===== src/rtl/dataflow_op_unit.sv =====
// dataflow_op_unit: two-stage pipelined data-flow operator engine.
// Stage 1 captures opcode/operands on an accepted input, stage 2 holds the
// computed result. Both stages use valid/ready handshakes with full
// backpressure. A saturating counter tallies completed output transfers.
//
// Handshake rule (both ports): a transfer happens on a rising clk edge where
// valid && ready are both high. A producer holds valid and its payload stable
// until the transfer. in_ready does not depend on in_valid.
//
// Optional build macro DFO_FLAGS_EN adds registered out_zero / out_parity
// flags computed from the stage-2 result.
module dataflow_op_unit #(
   parameter int WIDTH = 4,
   parameter int REP   = 8,
   parameter int CNT_W = 16,
   localparam int OUT_W = WIDTH * REP
) (
   input  logic             clk,
   input  logic             rst_n,
   input  logic             in_valid,
   output logic             in_ready,
   input  logic [3:0]       in_op,
   input  logic [WIDTH-1:0] in_a,
   input  logic [WIDTH-1:0] in_b,
   output logic             out_valid,
   input  logic             out_ready,
   output logic [OUT_W-1:0] out_data,
   output logic             out_err,
`ifdef DFO_FLAGS_EN
   output logic             out_zero,
   output logic             out_parity,
`endif
   output logic [CNT_W-1:0] txn_count
);

   // in_ready is held low until the first clock after reset release
   logic             init_q, init_d;

   logic             s1_valid_q, s1_valid_d;
   logic [3:0]       s1_op_q, s1_op_d;
   logic [WIDTH-1:0] s1_a_q, s1_a_d;
   logic [WIDTH-1:0] s1_b_q, s1_b_d;

   logic             s2_valid_q, s2_valid_d;
   logic [OUT_W-1:0] s2_data_q, s2_data_d;
   logic             s2_err_q, s2_err_d;
`ifdef DFO_FLAGS_EN
   logic             s2_zero_q, s2_zero_d;
   logic             s2_parity_q, s2_parity_d;
`endif

   logic [CNT_W-1:0] txn_q, txn_d;

   logic             s2_adv;
   logic             s1_adv;
   logic             in_fire;
   logic             out_fire;
   logic [OUT_W-1:0] res;
   logic             res_err;

   // Advance conditions: a stage may load when it is empty or its content leaves
   always_comb begin
      s2_adv   = !s2_valid_q || out_ready;
      s1_adv   = !s1_valid_q || s2_adv;
      in_ready = init_q && s1_adv;
      in_fire  = in_valid && in_ready;
      out_fire = s2_valid_q && out_ready;
   end

   // Operator evaluation on the stage-1 contents, zero-extended to OUT_W
   always_comb begin
      res     = '0;
      res_err = 1'b0;
      case (s1_op_q)
         4'd0: res[WIDTH-1:0] = s1_a_q & s1_b_q;
         4'd1: res[WIDTH-1:0] = s1_a_q | s1_b_q;
         4'd2: res[WIDTH-1:0] = s1_a_q ^ s1_b_q;
         4'd3: res[0] = (|s1_a_q) && (|s1_b_q);
         4'd4: res[0] = (|s1_a_q) || (|s1_b_q);
         4'd5: res[0] = &s1_a_q;
         4'd6: res[0] = |s1_a_q;
         4'd7: res[0] = ^s1_a_q;
         4'd8: res[2*WIDTH-1:0] = {s1_a_q, s1_b_q};
         4'd9: res = {REP{s1_a_q}};
         default: res_err = 1'b1;
      endcase
   end

   // Next-state for both pipeline stages and the transfer counter
   always_comb begin
      init_d     = 1'b1;
      s1_valid_d = s1_valid_q;
      s1_op_d    = s1_op_q;
      s1_a_d     = s1_a_q;
      s1_b_d     = s1_b_q;
      s2_valid_d = s2_valid_q;
      s2_data_d  = s2_data_q;
      s2_err_d   = s2_err_q;
`ifdef DFO_FLAGS_EN
      s2_zero_d   = s2_zero_q;
      s2_parity_d = s2_parity_q;
`endif
      txn_d      = txn_q;

      if (s1_adv) begin
         s1_valid_d = in_fire;
         if (in_fire) begin
            s1_op_d = in_op;
            s1_a_d  = in_a;
            s1_b_d  = in_b;
         end
      end

      if (s2_adv) begin
         s2_valid_d = s1_valid_q;
         if (s1_valid_q) begin
            s2_data_d = res;
            s2_err_d  = res_err;
`ifdef DFO_FLAGS_EN
            s2_zero_d   = (res == '0);
            s2_parity_d = ^res;
`endif
         end
      end

      if (out_fire && (txn_q != {CNT_W{1'b1}})) begin
         txn_d = txn_q + CNT_W'(1);
      end
   end

   // State registers with asynchronous active-low clear
   always_ff @(posedge clk or negedge rst_n) begin
      if (!rst_n) begin
         init_q     <= 1'b0;
         s1_valid_q <= 1'b0;
         s1_op_q    <= '0;
         s1_a_q     <= '0;
         s1_b_q     <= '0;
         s2_valid_q <= 1'b0;
         s2_data_q  <= '0;
         s2_err_q   <= 1'b0;
`ifdef DFO_FLAGS_EN
         s2_zero_q   <= 1'b0;
         s2_parity_q <= 1'b0;
`endif
         txn_q      <= '0;
      end else begin
         init_q     <= init_d;
         s1_valid_q <= s1_valid_d;
         s1_op_q    <= s1_op_d;
         s1_a_q     <= s1_a_d;
         s1_b_q     <= s1_b_d;
         s2_valid_q <= s2_valid_d;
         s2_data_q  <= s2_data_d;
         s2_err_q   <= s2_err_d;
`ifdef DFO_FLAGS_EN
         s2_zero_q   <= s2_zero_d;
         s2_parity_q <= s2_parity_d;
`endif
         txn_q      <= txn_d;
      end
   end

   // Outputs come straight from stage-2 registers
   always_comb begin
      out_valid = s2_valid_q;
      out_data  = s2_data_q;
      out_err   = s2_err_q;
`ifdef DFO_FLAGS_EN
      out_zero   = s2_zero_q;
      out_parity = s2_parity_q;
`endif
      txn_count = txn_q;
   end

endmodule


===== config.mk =====
export PLATFORM = sky130hd
export DESIGN_NAME = dataflow_op_unit
export DESIGN_NICKNAME = d
export VERILOG_FILES = /design/src/rtl/dataflow_op_unit.sv
export SDC_FILE = /design/constraint.sdc
export NUM_CORES = 1
export LEC_CHECK = 0
export CORE_MARGIN = 1.5
export CORE_UTILIZATION = 43
export CTS_BUF_LIST = sky130_fd_sc_hd__clkbuf_8 sky130_fd_sc_hd__clkbuf_16
export DETAILED_ROUTE_END_ITERATION = 16
export PLACE_DENSITY = 0.83
export SLEW_MARGIN = 20
export SYNTH_ARGS = -nofsm -noshare
export SYNTH_HDL_FRONTEND = slang
export SYNTH_SLANG_ARGS = --single-unit

===== constraint.sdc =====
create_clock -name clk -period 1.5 [get_ports clk]
set_input_delay 0.225 -clock clk [delete_from_list [all_inputs] [get_ports clk]]
set_output_delay 0.225 -clock clk [all_outputs]
set_load 0.01 [all_outputs]

; ---- Word-level counts from Yosys, hierarchy flattened
; Cells that the tools add are included.
[totals]
out_inout_bits = 51
reg_bits = 64
elab_cells = 47
[classes]
n_addsub = 1
n_eq_ne = 10
n_mux = 5
n_bitwise = 3
n_reduce_logical = 19
[op_table]
columns = operator, count
row1 = $mux W24, 1
row2 = $add A16 B1 Y16 const B, 1
row3 = $eq A4 B3 Y1 const B, 4
row4 = $ne A16 B16 Y1 const B, 1
row5 = $pmux W3 S5, 1
row6 = $pmux W1 S10, 1
row7 = $reduce_or A10 Y1, 1
row8 = $eq A4 B2 Y1 const B, 2
row9 = $eq A4 B4 Y1 const B, 2
row10 = $reduce_or A4 Y1, 2
row11 = $logic_and A1 B1 Y1, 5
row12 = $and A4 B4 Y4, 1
row13 = $eq A4 B1 Y1 const B, 1
row14 = $logic_not A4 Y1, 1
row15 = $mux W4, 1
row16 = $or A4 B4 Y4, 1
row17 = $reduce_and A2 Y1, 2
row18 = $reduce_and A4 Y1, 1
row19 = $reduce_xor A4 Y1, 1
row20 = $xor A4 B4 Y4, 1
row21 = $logic_or A1 B1 Y1, 3
row22 = $logic_not A1 Y1, 2
row23 = $reduce_or A2 Y1, 1
row24 = $mux W1, 1

; ---- Depth between registers and ports, before layout
[depth]
word_depth = 6
depth_mapped = 6
ltp_nobuf = 6

; ---- Least setup slack after synthesis
; Ideal clock, no wire load.
[synth_path]
kind = reg2reg
startpoint = register txn_q[0], in the netlist txn_count[0]
endpoint = register txn_q[1], in the netlist txn_count[1]
setup_slack_ps = -196
setup_ps = 127
stages_incl_launch_ff = 6
required_ps = 1373
t_arrival_ps = 1569
cell_sequence = dfrtp_1 ha_1 nand4_1 nor3_2 a21oi_1 mux2_1
[synth_via]
elab_chain_len = 2
word_cells_on_any_way = 3
cone_classes = 1 x add/sub / 1 x eq/ne / 1 x reduce/logical
[synth_rtl]
columns = item, line_no
row1 = from (decl), 52  ; logic [CNT_W-1:0] txn_q, txn_d;
row2 = from (signal assigned), 160  ; txn_q <= txn_d;
row3 = "parallel branches: the longest is 2 deep, another holds $add A16 B1 Y16", --
; Several ways; the timed one is not identified.
; A chain may end at the register's enable or synchronous reset.

; ---- Final worst setup path
[layout_path]
startpoint = register s1_b_q[3]
endpoint = register s2_data_q[3], in the netlist out_data[3]
[layout_via]
elab_chain_len = 2
word_cells_on_any_way = 4
cone_classes = 1 x mux / 3 x bitwise
[layout_rtl]
columns = item, line_no
row1 = from (decl), 42  ; logic [WIDTH-1:0] s1_b_q, s1_b_d;
row2 = from (signal assigned), 138  ; s1_b_q <= '0;
row3 = from (signal assigned), 152  ; s1_b_q <= s1_b_d;
row4 = "$xor A4 B4 Y4, or another cell as far along", 77  ; 4'd2: res[WIDTH-1:0] = s1_a_q ^ s1_b_q;
row5 = $pmux W3 S5 *, 74  ; case (s1_op_q)
row6 = to (signal assigned), 154  ; s2_data_q <= s2_data_d;
row7 = to (decl), 45  ; logic [OUT_W-1:0] s2_data_q, s2_data_d;
; Every way passes the cells marked *; elsewhere a longest branch is shown, timed or not.

==> results.py <==
metrics = {
    "finish": {
        "final_cells": 404,
        "fin_nets": 360,
        "final_common_cell": "buf_4",
        "synthToLayoutAreaGrowth_pct": 55.81,
        "nFillCells": 358,
        "n_antenna_cell": 0,
        "utilization_pct": 68.78,
        "final_cell_mix": "buf_4 (47), clkdlybuf4s50_1 (36), dfrtp_1 (35), dlygate4sd2_1 (24), nand2_1 (21)",
        "drive_gt1_share_pct": 38.55,
    },
    "timing": {
        "hold_violations": 0,
        "max_freq_mhz": 608.1,
        "fin_crit_sh_pct": 109.6,
        "slew_viol_final": 0,
        "fin_ws_ps": -144.6,
        "fin_skew_ps": 4.848,
        "fin_crit_ps": 1645,
        "setup_violations": 25,
        "rsz0062_at_grt": "true",
    },
    "clock_network": {
        "numCtsBuffers": 5,
        "clkSinkCount": 44,
        "clockBufferDepth": 2,
        "cts_tree": "yes",
        "ctsHtreeMaxLevel": 2,
        "insertion_delay_ps": 300,
        "clockRootBuffer": "clkbuf_8",
        "clkTransAtPathRegs_ps": 80,
    },
    "floorplan": {
        "die_area_sq_um": 6041,
        "ioPinCount": 67,
        "start_util_pct": 44.15,
        "die_x_um": 77.73,
        "core_area_sq_um": 5439,
        "rows": 27,
        "die_h_um": 77.73,
    },
    "power": {
        "ir_drop_mv": 0.8483,
        "p_per_area_nw_per_um2": 1065,
        "p_leak_nw": 1.825,
    },
    "detailed_routing": {
        "wirelength_um": 6431,
        "ant_nets": 0,
        "via_per_inst": 5.270,
        "vias": 2129,
        "dr.pass1.iters": 5,
        "routedWlPerCell_um": 15.92,
        "drt_iter0_drc": 134,
        "post-route-drc-count": 0,
    },
    "yosys": {
        "yosys_register_bits": 44,
        "netlist_area_sq_um": 2401,
        "yosysSeqAreaShare_pct": 45.86,
        "synth_cell_type_count": 41,
        "syn_inst": 228,
        "synth_area_leaders": "dfrtp_1 (46%), mux2_2 (7.5%), ha_1 (6.8%)",
        "ys_async_sr_fraction_pct": 100.0,
        "yosysTopAreaCell": "dfrtp_1",
        "synth_warnings": 0,
        "synth_top_area_share_pct": 45.86,
        "synth_area_per_cell_sq_um": 10.53,
        "yosys_most_used_dff": "dfrtp_1",
        "synth_nets": 257,
        "synth_edf_count": 0,
    },
    "placed_design": {
        "dp.cells": 377,
        "dp_hpwl_um": 3913,
        "portBuffers": 66,
        "gp_congestion": 0.9010,
    },
    "hold_path": {
        "hold_class": "in2async",
    },
    "setup_path": {
        "cp_cell_sequence": "buf_6, ha_4, mux2_4, a222oi_1, o21ai_1",
        "required_ps": 1660,
        "startpoint_type": "register",
        "critical_path.max_fanout": 3,
        "worstPathArrival_ps": 1810,
        "cp_slowest_stage_delay_ps": 420,
        "critPathSlowestCell": "dfrtp_1",
        "endpoint_kind": "register",
        "crit_type": "reg2reg",
        "crit_buf_inv": 1,
        "cp_top_family": "compound AO/OA/AOI/OAI gates",
    },
    "grt": {
        "grt_usage_pct": 20.06,
        "grt_overflow": 0,
        "grt_max_degree": 20,
        "grt_pass1_vias": 2032,
        "grt_pass1_wl_um": 9584,
        "antenna_found_initial": 0,
    },
    "run_status": {
        "outcome": "finished with violations",
        "violations": "negative setup slack",
    },
    "flow_run": {
        "drv_cap": 0,
    },
}
==> sequential cells by signal (all words and copies together), names as in the netlist <==
signal	count
s1_valid_q	1
out_data	12
out_valid	1
out_err	1
s1_op_q	4
txn_count	16
init_q	1
s1_b_q	4
s1_a_q	4
==> cell families (layout without fill, tap and decap cells) <==
kind of cell               Yosys count  count (layout)  share of synthesized area, %
AOI/OAI and AO/OA                   29              29                         8.546
xor gates and xnor gates            15              15                         5.472
adders and majority gates           13              13                         6.775
buffers and inverters               33             137                         8.337
DFF                                 44              44                         45.86
muxes                               18              18                         8.390
other                                1               1                        0.1562
and+or+nand+nor                     75              75                         16.47
==> final cells by class <==
class | instances | area [sq um] | area share (%)
multi-input combinational | 151 | 1333 | 35.62
sequential | 44 | 1112 | 29.73
timing repair buffer | 121 | 1086 | 29.03
tap | 72 | 90.09 | 2.408
clock buffer | 6 | 82.58 | 2.207
inverter | 8 | 30.03 | 0.8027
clock inverter | 2 | 7.507 | 0.2007
==> worst register-to-register path, delay by kind of cell (launching register included) <==
family                   cells  cell delay [ps]
AO/OA/AOI/OAI                2              560
flip-flops                   1              420
multiplexers                 1              250
buffers and inverters        1              140
adder cells (fa/ha/maj)      1              140
==> final timing paths <==
check	start	to	slack [ps]	cells past startpoint
min in group clk	out_ready	s1_valid_q	490	3
worst min register to register	out_err	out_err	490	1
worst min-delay path	rst_n	txn_count[15]	400	2
max in group asynchronous	rst_n	s1_op_q[3]	530	3
worst max-delay path	s1_b_q[3]	out_data[3]	-140	5
worst max register to register	s1_b_q[3]	out_data[3]	-140	5
==> layer usage <==
metal	vias up	wire, um	GRT usage [%]
met5	-	0	0
met1	1056	2754	25.64
li1	986	-	-
met3	13	289	4.000
met4	0	146	6.909
met2	74	3240	33.74
==> metrics by stage <==
stage	setup WS (ps)	cell area, sq um	hold WS (ps)	power [mW]	TNS [ps]
after floorplan	-52.50	2414	-70.59	2.192	-135.7
final	-144.6	3741	404.1	3.986	-1073
after CTS	-94.89	3531	403.0	3.726	-1064
after global placement	-343.0	3269	183.7	2.803	-6245
after detailed placement	-340.9	3269	187.1	2.854	-6378
after global routing	-230.3	3741	421.3	4.186	-3341
==> power breakdown <==
part | internal, mW | total [mW] | switching (mW)
Combinational | 0.912 | 1.61 | 0.696
Clock | 0.363 | 0.763 | 0.400
Sequential | 1.38 | 1.61 | 0.236
==> repair_timing <==
item	CTS	global route
hold buffers	1	0
gates resized for setup	52	37
cloned	0	0
pin swaps	15	23
hold endpoints to repair	17	0
endpoints found under the setup margin	55	42
buffers inserted	13	9
==> synthesized netlist by cell type, drive strengths merged (2+ instances only) <==
library cell	number
a21oi	3
a22o	4
a222oi	3
o31ai	5
dfrtp	44
and3	4
clkbuf	4
buf	21
inv	8
ha	13
nor3	4
nand3	9
or3	3
nand2	26
xor2	2
o21ai	8
xnor2	13
nand2b	3
nor4	3
mux2	17
nand3b	2
a211oi	2
and2	2
nand4	6
nor2	11
Power figures use the tool's default switching activity.
